**src/rtl/l1_biu_line_fetch_if.sv**
```systemverilog
// Interface between the L1-I controller, the line-fetch BIU and the 8-bit SoC req/ack bus.
// The slave modport is the BIU; the master modport is its environment (controller and memory).
interface l1_biu_line_fetch_if #(
    parameter int ADDR_WIDTH = 24,
    parameter int LINE_WID   = 8
);
    logic                  read_line_req;
    logic                  read_req;
    logic                  write_through_req;
    logic [ADDR_WIDTH-1:0] pa;
    logic [7:0]            wt_data;
    logic [7:0]            line_data;
    logic [LINE_WID-1:0]   addr_count;
    logic                  line_write;
    logic                  cache_entry_refill;
    logic                  trans_rdy;
    logic                  bus_error;
    logic                  bus_req;
    logic                  bus_we;
    logic [ADDR_WIDTH-1:0] bus_addr;
    logic [7:0]            bus_wdata;
    logic [7:0]            bus_rdata;
    logic                  bus_ack;
    logic                  bus_err;

    modport slave (
        input  read_line_req, read_req, write_through_req, pa, wt_data,
        input  bus_rdata, bus_ack, bus_err,
        output line_data, addr_count, line_write, cache_entry_refill, trans_rdy, bus_error,
        output bus_req, bus_we, bus_addr, bus_wdata
    );

    modport master (
        output read_line_req, read_req, write_through_req, pa, wt_data,
        output bus_rdata, bus_ack, bus_err,
        input  line_data, addr_count, line_write, cache_entry_refill, trans_rdy, bus_error,
        input  bus_req, bus_we, bus_addr, bus_wdata
    );
endinterface

```
**src/rtl/l1_biu_line_fetch.sv**
```systemverilog
// L1-I bus interface unit: turns line-fill / single read / write-through requests into
// byte beats on the 8-bit req/ack bus, with per-beat timeout and registered strobes.
module l1_biu_line_fetch #(
    parameter int ADDR_WIDTH = 24,
    parameter int LINE_SIZE  = 256,
    parameter int LINE_WID   = $clog2(LINE_SIZE),
    parameter int TIMEOUT    = 255
) (
    input logic               clk,
    input logic               rst,
    l1_biu_line_fetch_if.slave ifc
);
    localparam int TMR_W = $clog2(TIMEOUT + 1);

    localparam logic [2:0] S_IDLE   = 3'd0;
    localparam logic [2:0] S_FILL   = 3'd1;
    localparam logic [2:0] S_SREAD  = 3'd2;
    localparam logic [2:0] S_SWRITE = 3'd3;
    localparam logic [2:0] S_DONE   = 3'd4;
    localparam logic [2:0] S_ERR    = 3'd5;

    logic [2:0]            r_state;
    logic [TMR_W-1:0]      r_timer;
    logic [LINE_WID-1:0]   r_beat_cnt;
    logic                  r_bus_req;
    logic                  r_bus_we;
    logic [ADDR_WIDTH-1:0] r_bus_addr;
    logic [7:0]            r_bus_wdata;
    logic [7:0]            r_line_data;
    logic [LINE_WID-1:0]   r_addr_count;
    logic                  r_line_write;
    logic                  r_refill;
    logic                  r_trans_rdy;
    logic                  r_bus_error;

    logic w_timeout;
    logic w_fail;
    logic w_last;

    // The timer's last legal value is the TIMEOUT-th cycle of a beat; err beats ack.
    assign w_timeout = (r_timer == TMR_W'(TIMEOUT - 1));
    assign w_fail    = ifc.bus_err | w_timeout;
    assign w_last    = (r_beat_cnt == LINE_WID'(LINE_SIZE - 1));

    always_ff @(posedge clk or negedge rst) begin
        if (!rst) begin
            r_state      <= S_IDLE;
            r_timer      <= '0;
            r_beat_cnt   <= '0;
            r_bus_req    <= 1'b0;
            r_bus_we     <= 1'b0;
            r_bus_addr   <= '0;
            r_bus_wdata  <= '0;
            r_line_data  <= '0;
            r_addr_count <= '0;
            r_line_write <= 1'b0;
            r_refill     <= 1'b0;
            r_trans_rdy  <= 1'b0;
            r_bus_error  <= 1'b0;
        end else begin
            r_line_write <= 1'b0;
            r_refill     <= 1'b0;
            r_trans_rdy  <= 1'b0;
            r_bus_error  <= 1'b0;
            case (r_state)
                S_IDLE: begin
                    r_timer <= '0;
                    if (ifc.read_line_req) begin
                        r_state    <= S_FILL;
                        r_bus_req  <= 1'b1;
                        r_bus_we   <= 1'b0;
                        r_bus_addr <= {ifc.pa[ADDR_WIDTH-1:LINE_WID], LINE_WID'(0)};
                        r_beat_cnt <= '0;
                    end else if (ifc.read_req) begin
                        r_state    <= S_SREAD;
                        r_bus_req  <= 1'b1;
                        r_bus_we   <= 1'b0;
                        r_bus_addr <= ifc.pa;
                    end else if (ifc.write_through_req) begin
                        r_state     <= S_SWRITE;
                        r_bus_req   <= 1'b1;
                        r_bus_we    <= 1'b1;
                        r_bus_addr  <= ifc.pa;
                        r_bus_wdata <= ifc.wt_data;
                    end
                end
                S_FILL, S_SREAD, S_SWRITE: begin
                    if (w_fail) begin
                        r_state     <= S_ERR;
                        r_bus_req   <= 1'b0;
                        r_bus_we    <= 1'b0;
                        r_bus_error <= 1'b1;
                    end else if (ifc.bus_ack) begin
                        r_timer <= '0;
                        if (r_state != S_SWRITE) begin
                            r_line_data <= ifc.bus_rdata;
                        end
                        // Back-to-back fill beats keep bus_req high; the final ack completes.
                        if (r_state == S_FILL) begin
                            r_addr_count <= r_beat_cnt;
                            r_line_write <= 1'b1;
                            if (w_last) begin
                                r_state     <= S_DONE;
                                r_bus_req   <= 1'b0;
                                r_refill    <= 1'b1;
                                r_trans_rdy <= 1'b1;
                            end else begin
                                r_beat_cnt <= r_beat_cnt + LINE_WID'(1);
                                r_bus_addr <= r_bus_addr + ADDR_WIDTH'(1);
                            end
                        end else begin
                            r_state     <= S_DONE;
                            r_bus_req   <= 1'b0;
                            r_bus_we    <= 1'b0;
                            r_trans_rdy <= 1'b1;
                        end
                    end else begin
                        r_timer <= r_timer + TMR_W'(1);
                    end
                end
                S_DONE, S_ERR: begin
                    r_state <= S_IDLE;
                end
                default: begin
                    r_state   <= S_IDLE;
                    r_bus_req <= 1'b0;
                    r_bus_we  <= 1'b0;
                end
            endcase
        end
    end

    assign ifc.bus_req            = r_bus_req;
    assign ifc.bus_we             = r_bus_we;
    assign ifc.bus_addr           = r_bus_addr;
    assign ifc.bus_wdata          = r_bus_wdata;
    assign ifc.line_data          = r_line_data;
    assign ifc.addr_count         = r_addr_count;
    assign ifc.line_write         = r_line_write;
    assign ifc.cache_entry_refill = r_refill;
    assign ifc.trans_rdy          = r_trans_rdy;
    assign ifc.bus_error          = r_bus_error;
endmodule
```
**src/flat_wrapper.sv**
```systemverilog
// flat-port wrapper written by rule: the top's interface ports become plain ports
module l1_biu_line_fetch_flat 
#(
    parameter int ADDR_WIDTH = 24,
    parameter int LINE_SIZE  = 256,
    parameter int LINE_WID   = $clog2(LINE_SIZE),
    parameter int TIMEOUT    = 255
)
  (clk, rst, ifc_read_line_req, ifc_read_req, ifc_write_through_req, ifc_pa, ifc_wt_data, ifc_bus_rdata, ifc_bus_ack, ifc_bus_err, ifc_line_data, ifc_addr_count, ifc_line_write, ifc_cache_entry_refill, ifc_trans_rdy, ifc_bus_error, ifc_bus_req, ifc_bus_we, ifc_bus_addr, ifc_bus_wdata);
  l1_biu_line_fetch_if #(.ADDR_WIDTH(ADDR_WIDTH), .LINE_WID(LINE_WID)) ifc_i ();
  input logic clk;
  input logic rst;
  input wire logic [$bits(ifc_i.read_line_req)-1:0] ifc_read_line_req;
  input wire logic [$bits(ifc_i.read_req)-1:0] ifc_read_req;
  input wire logic [$bits(ifc_i.write_through_req)-1:0] ifc_write_through_req;
  input wire logic [$bits(ifc_i.pa)-1:0] ifc_pa;
  input wire logic [$bits(ifc_i.wt_data)-1:0] ifc_wt_data;
  input wire logic [$bits(ifc_i.bus_rdata)-1:0] ifc_bus_rdata;
  input wire logic [$bits(ifc_i.bus_ack)-1:0] ifc_bus_ack;
  input wire logic [$bits(ifc_i.bus_err)-1:0] ifc_bus_err;
  output wire logic [$bits(ifc_i.line_data)-1:0] ifc_line_data;
  output wire logic [$bits(ifc_i.addr_count)-1:0] ifc_addr_count;
  output wire logic [$bits(ifc_i.line_write)-1:0] ifc_line_write;
  output wire logic [$bits(ifc_i.cache_entry_refill)-1:0] ifc_cache_entry_refill;
  output wire logic [$bits(ifc_i.trans_rdy)-1:0] ifc_trans_rdy;
  output wire logic [$bits(ifc_i.bus_error)-1:0] ifc_bus_error;
  output wire logic [$bits(ifc_i.bus_req)-1:0] ifc_bus_req;
  output wire logic [$bits(ifc_i.bus_we)-1:0] ifc_bus_we;
  output wire logic [$bits(ifc_i.bus_addr)-1:0] ifc_bus_addr;
  output wire logic [$bits(ifc_i.bus_wdata)-1:0] ifc_bus_wdata;
  assign ifc_i.read_line_req = ifc_read_line_req;
  assign ifc_i.read_req = ifc_read_req;
  assign ifc_i.write_through_req = ifc_write_through_req;
  assign ifc_i.pa = ifc_pa;
  assign ifc_i.wt_data = ifc_wt_data;
  assign ifc_i.bus_rdata = ifc_bus_rdata;
  assign ifc_i.bus_ack = ifc_bus_ack;
  assign ifc_i.bus_err = ifc_bus_err;
  assign ifc_line_data = ifc_i.line_data;
  assign ifc_addr_count = ifc_i.addr_count;
  assign ifc_line_write = ifc_i.line_write;
  assign ifc_cache_entry_refill = ifc_i.cache_entry_refill;
  assign ifc_trans_rdy = ifc_i.trans_rdy;
  assign ifc_bus_error = ifc_i.bus_error;
  assign ifc_bus_req = ifc_i.bus_req;
  assign ifc_bus_we = ifc_i.bus_we;
  assign ifc_bus_addr = ifc_i.bus_addr;
  assign ifc_bus_wdata = ifc_i.bus_wdata;
  l1_biu_line_fetch #(.ADDR_WIDTH(ADDR_WIDTH), .LINE_SIZE(LINE_SIZE), .LINE_WID(LINE_WID), .TIMEOUT(TIMEOUT)) u_core (.clk(clk), .rst(rst), .ifc(ifc_i));
endmodule
```
**config.mk**
```make
export PLATFORM = sky130hd
export DESIGN_NAME = l1_biu_line_fetch_flat
export DESIGN_NICKNAME = d
export VERILOG_FILES = /design/src/rtl/l1_biu_line_fetch_if.sv /design/src/rtl/l1_biu_line_fetch.sv /design/src/flat_wrapper.sv
export SDC_FILE = /design/constraint.sdc
export NUM_CORES = 1
export LEC_CHECK = 0
export CORE_MARGIN = 2
export CORE_UTILIZATION = 44
export CTS_CLUSTER_DIAMETER = 200
export DETAILED_ROUTE_END_ITERATION = 16
export MAX_ROUTING_LAYER = met4
export PLACE_DENSITY = 0.77
export SETUP_SLACK_MARGIN = 0.5
export SYNTH_ARGS = -nofsm -noshare
export SYNTH_HDL_FRONTEND = slang
export SYNTH_SLANG_ARGS = --single-unit
```
**constraint.sdc**
```tcl
create_clock -name clk -period 1.9 [get_ports clk]
set_input_delay 0.57 -clock clk [delete_from_list [all_inputs] [get_ports clk]]
set_output_delay 0.57 -clock clk [all_outputs]
set_load 0.01 [all_outputs]
```
Yosys cells after proc, flatten, opt, wreduce, memory -nomap -nowiden
Cells that the tools add are included.
Storage, ports and cells
  register bits after elaboration: 73
  output and inout bits: 54
  input port bits: 47
Cells by class
  $add $sub $neg: 3
  reduce and logical (&&, ||, !) cells: 13
  bitwise gates (word level): 5
  muxes and demuxes: 54
  eq/ne operators: 17
Operators by type and width (count)
  two-way mux 24 bit: 7
  two-way mux 8 bit: 7
  case mux 24 bit (2 select lines): 1
  case mux 8 bit (2 select lines): 2
  two-way mux 1 bit: 27
  adder 24 x 1 -> 24 bit (second input constant): 1
  two-way mux 3 bit: 7
  AND reduction 4 bit: 5
  adder 8 x 1 -> 8 bit (second input constant): 2
  equality test 8 bit (second input constant): 2
  AND reduction 6 bit: 2
  != test 3 x 2 -> 1 bit (second input constant): 3
  != test 2 bit (second input constant): 4
  equality test 3 x 2 -> 1 bit (second input constant): 2
  equality test 3 bit (second input constant): 2
  case mux 1 bit (3 select lines): 2
  case mux 3 bit (2 select lines): 1
  != test 4 x 2 -> 1 bit (second input constant): 1
  != test 4 bit (second input constant): 1
  NOT 1 bit: 4
  equality test 3 x 1 -> 1 bit (second input constant): 1
  logical NOT 3 bit: 1
  AND reduction 3 bit: 1
  OR reduction 3 bit: 1
  other kinds (5): 5

Longest topological paths before layout
  depth after elaboration: 6
  depth in mapped cells: 8
  depth with buffers taken out: 7

Least setup slack after synthesis
Ideal clock, no wire load.
  path kind: input-to-reg
  start point: input ifc_read_line_req
  end point: register u_core.r_bus_addr[0], in the netlist u_core.ifc.bus_addr[0]
  data required time: 1.776 ns
  stages: 5
  arrival time: 1.889 ns
  library setup time: 0.124 ns
  path slack: -0.112 ns
  cell sequence: or4_4 -> or3_1 -> o211a_2 -> and4_1 -> a211o_1
On the way
  word-level cells in the longest chain between the ends: 2
  elaborated cells on any way between the ends: 4
  classes of those cells: 1 x eq/ne; 2 x mux; 1 x reduce/logical
Ends and longest elaborated chain
  from (decl): line flat_wrapper.sv:13  | input wire logic [$bits(ifc_i.read_line_req)-1:0] ifc_read_line_req;
  != test 4 bit (no source line) / two-way mux 24 bit (equally long branches)
  AND reduction 6 bit (no source line) / case mux 24 bit (2 select lines) (equally long branches)
  to (signal assigned): line l1_biu_line_fetch.sv:72  | r_bus_addr <= {ifc.pa[ADDR_WIDTH-1:LINE_WID], LINE_WID'(0)};
  to (signal assigned): line l1_biu_line_fetch.sv:78  | r_bus_addr <= ifc.pa;
  to (signal assigned): line l1_biu_line_fetch.sv:83  | r_bus_addr <= ifc.pa;
  to (decl): line l1_biu_line_fetch.sv:27  | logic [ADDR_WIDTH-1:0] r_bus_addr;
Parallel ways exist; a longest one is shown, timed or not.
A chain may end at the register's enable or synchronous reset.

Final worst setup path
  start point: register u_core.r_state[2]
  end point: register u_core.r_bus_addr[0], in the netlist u_core.ifc.bus_addr[0]
On the way
  word-level cells in the longest chain between the ends: 4
  elaborated cells on any way between the ends: 13
  classes of those cells: 8 x eq/ne; 1 x mux; 4 x reduce/logical
Ends and longest elaborated chain
  from (decl): line l1_biu_line_fetch.sv:22  | logic [2:0] r_state;
  from (signal assigned): line l1_biu_line_fetch.sv:47  | r_state <= S_IDLE;
  from (signal assigned): line l1_biu_line_fetch.sv:69  | r_state <= S_FILL;
  from (signal assigned): line l1_biu_line_fetch.sv:75  | r_state <= S_SREAD;
  equality test 3 x 2 -> 1 bit / equality test 3 x 1 -> 1 bit (equally long branches): line l1_biu_line_fetch.sv:65, l1_biu_line_fetch.sv:99
  OR reduction 3 bit: line l1_biu_line_fetch.sv:65  | case (r_state)
  != test 2 bit (no source line) (tied with other cells)
  AND reduction 6 bit (no source line)
Parallel ways exist; a longest one is shown, timed or not.

==> metrics.md <==
| Metric | Value |
|---|---|
| Yosys warns | 0 |
| I/O Buffers | 100 |
| Die area | 9350 um2 |
| CTS tree | done |
| Core area | 8260 um2 |
| Number of global-route vias before repair | roughly 4,000 |
| Clk root buf | clkbuf_8 |
| Max-Cap Viols | 0 |
| Reg power frac | between 20 and 30% |
| Worst Path Arrival | 2290 ps |
| Max IR drop VDD | about 0.79 mV |
| P per Cell Area | 1570 nW/um2 |
| Slew Limit Fails | 0 |
| Clk_skew | approximately 13 ps |
| Diode count | 0 |
| Clk_lat worst skew | 360 ps |
| DP Wirelength | roughly 7600 um |
| Clk network pwr share | 13.6% |
| H-tree Lvls | 3 |
| Worst-path fanout max | 19 |
| Cells after Synth | 389 |
| Row Count | 33 |
| Crit Reg-Reg Endpoint | u_core.ifc.bus_addr[0]$_DFFE_PN0P_ |
| Pin slew with the least headroom to its limit | 486 ps |
| CP Capture Type | flop |
| Post-Syn Nets | 440 |
| Slew HR | 67.5% |
| Worst hold-check path type | input pin to asynchronous set/reset pin |
| Yosys reg bits | 73 |
| DIE HEIGHT | between 90 and 100 um |
| # setup viols final | between 40 and 50 |
| Iteration-0 DRC Markers | slightly above 400 |
| Worst setup path startpoint | u_core.r_state[2]$_DFFE_PN0P_ |
| Fmax | approximately 490 MHz |
| Worst Setup Slack, final | -148 ps |
| FF-to-FF setup slack | -150 ps |
| Synth Flop Type | dfrtp_1 |
| Die Wd | 96.7 um |
| Largest net degree at the start of global routing | 74 |
| Status | finished with violations |
| Leading cell type in the layout, fill and taps excluded | buf_4 |
| RSZ-0062 raised after global routing | true |
| Nets | 643 |
| DP Worst Slack | -629 ps |
| Antenna-violating nets left | 0 |
| Clk slew on worst S/H paths | 80 ps |
| Vias per Instance | 6.04 |
| Final RePlAce weighted congestion | 0.894 |
| Met2 usage | 42.8% |
| Critical Path End | u_core.ifc.bus_addr[0]$_DFFE_PN0P_ |
| Violated checks | setup timing |
| Crit Path Category | flop to flop |
| Bufs on Longest Clock Path | 2 |
| Internal power | 5.96 mW |
| Met1 Track Usage GR | 34.9% |
| Initial antenna violation count | 0 |
| Final hold vios | 0 |
| Initial Util | 45.8% |
| Most Crowded Layer GR | met2 |
| Final Cycle Share | 108% |
| WL per Instance | around 20 um |
| Clk sink count | 73 |
| Avg Inst Size Synth | 9.72 um2 |
| Critical path required time | 2140 ps |
| R2R cell count | 7 |
| Fraction of power spent switching nets | around two fifths |
| Post-Syn Area | 3780 um2 |
| Synth unique cells | 51 |
| Async SR Flop Fraction | 100% |
| Psw | 4.07 mW |
| Worst setup SP type | flop |
| IO Pins | 101 |
| Post-route DRC | 0 |
| Post-synth EDFFs | 0 |
| Min Hold Slack | approximately 240 ps |
| Drt total wl | 14,000 um |
| Synth-to-Final Area Change | 68.7% |
| Layout cells sized above 1 | 47.5% |
| Final min period | 2050 ps |
| Drt first pass iters | 5 |
| # fillers | about 510 |
| Post-synthesis sequential area ratio | 48.3% |
| Most frequent cells in the layout | buf_4, dfrtp_1, buf_2 |
| Total global-route track usage | 27.1% |
| Leakage | 2.93 nW |
| Met3 Use GR | 5.49% |
| Reg-to-reg startpoint | u_core.r_state[2]$_DFFE_PN0P_ |
| Logic pwr share | a little over 60% |
| First-pass GRT wire length | 20,100 um |
| CTS buffer count | 9 |
| Global route overflow | 0 |
| Via Count | ~4,200 |
| Cts hold-fix bufs | 0 |
## layout make-up
type	instances	area, um2	share of cell area, %
Tap cell	105	131	2.06
Timing Repair Buffer	211	1810	28.3
Multi-Input combinational cell	289	2360	37.0
Inverter	8	30.0	0.470
Clock buffer	10	138	2.16
Clock inverter	5	80.1	1.25
Sequential cell	73	1830	28.7
## metrics by stage
step	power (mW)	cell area [um2]	setup TNS, ps	std cells	util [%]
floorplan	5.06	3990	-810	389	-
global placement	6.99	5420	-24900	623	65.6
detailed placement	7.12	5420	-26920	623	65.6
CTS	8.91	5900	-435	675	71.5
global route	10.5	6380	-5040	701	77.3
finish	10.0	6380	-3350	701	77.3
## power groups by stage
| stage | Combinational [mW] | Clock, mW | Sequential, mW |
|---|---|---|---|
| after floorplan | 2.30 | 0 | 2.76 |
| after detailed placement | 4.53 | 0 | 2.59 |
| after global routing | 6.54 | 1.46 | 2.55 |
| after global placement | 4.42 | 0 | 2.57 |
| final | 6.16 | 1.37 | 2.50 |
| after CTS | 5.10 | 1.37 | 2.44 |
## layer usage
layer	vias to the layer above	share of wire (%)
met3	65	7.0
met2	245	49
li1	1875	-
met4	0	4.3
met1	2047	40
met5	-	0
## cells by family after synthesis
family,share of synthesized area (%)
XOR/XNOR,1.16
AO/OA/AOI/OAI,21.4
AND/OR/NAND/NOR,17.5
adder cells (fa/ha/maj),1.32
buffers and inverters,3.24
multiplexers,7.15
flip-flops,48.3
## sequential cells by signal, summed over array words and instances (netlist names)
signal,flops
u_core.ifc.cache_entry_refill,1
u_core.r_beat_cnt,8
u_core.ifc.line_data,8
u_core.ifc.bus_wdata,8
u_core.ifc.trans_rdy,1
u_core.ifc.bus_error,1
u_core.r_timer,8
u_core.ifc.bus_we,1
u_core.ifc.addr_count,8
u_core.r_state,3
u_core.ifc.bus_addr,24
u_core.ifc.bus_req,1
u_core.ifc.line_write,1
## cell usage after synthesis, types with 4 or more instances
master      n  share of area [%]
nor3_1      8                1.1
and4_1      7                1.6
inv_1       8               0.79
nor2_1     37                3.7
or3_1       5               0.83
o21ai_0    28                3.7
dfrtp_1    73                 48
o22ai_1     8                1.3
buf_2       8                1.1
nand4_1     7                1.2
o31ai_1     6                1.2
mux2_2     24                7.1
o2bb2ai_1   4               0.93
a22o_1      4               0.93
xor2_1      5                1.2
a21oi_1    33                4.4
ha_1        4                1.3
a2bb2oi_1  10                2.3
nand2_1    27                2.7
and3_1     10                1.7
a31oi_1     4               0.66
nand3_1    16                2.1
clkbuf_1   12                1.2
## critical path, cell delays in order (launching register included)
cell and delay, ps:
dfrtp_1 380, buf_4 220, nor2_1 210, o31a_1 330, o211ai_4 200, buf_4 180, buf_6 130, a211o_1 300
## worst min-delay path by stage
stage	slack (ps)	startpoint	end
6_report	240	rst	u_core.r_beat_cnt[1]$_DFFE_PN0P_
5_1_grt	250	rst	u_core.r_beat_cnt[1]$_DFFE_PN0P_
4_1_cts	250	rst	u_core.ifc.addr_count[1]$_DFFE_PN0P_
3_5_place_dp	490	u_core.ifc.bus_we$_DFFE_PN0P_	u_core.ifc.bus_we$_DFFE_PN0P_
3_3_place_gp	490	u_core.ifc.bus_wdata[5]$_DFFE_PN0P_	u_core.ifc.bus_wdata[5]$_DFFE_PN0P_
2_1_floorplan	270	rst	u_core.ifc.addr_count[0]$_DFFE_PN0P_
## timing repair
action	in CTS	in global routing
gates cloned	3	2
endpoints found under the setup margin	127	127
buffers inserted	34	24
pin swaps	21	14
gates resized for setup	284	64
Note: power is estimated with default switching activity, not from simulation.
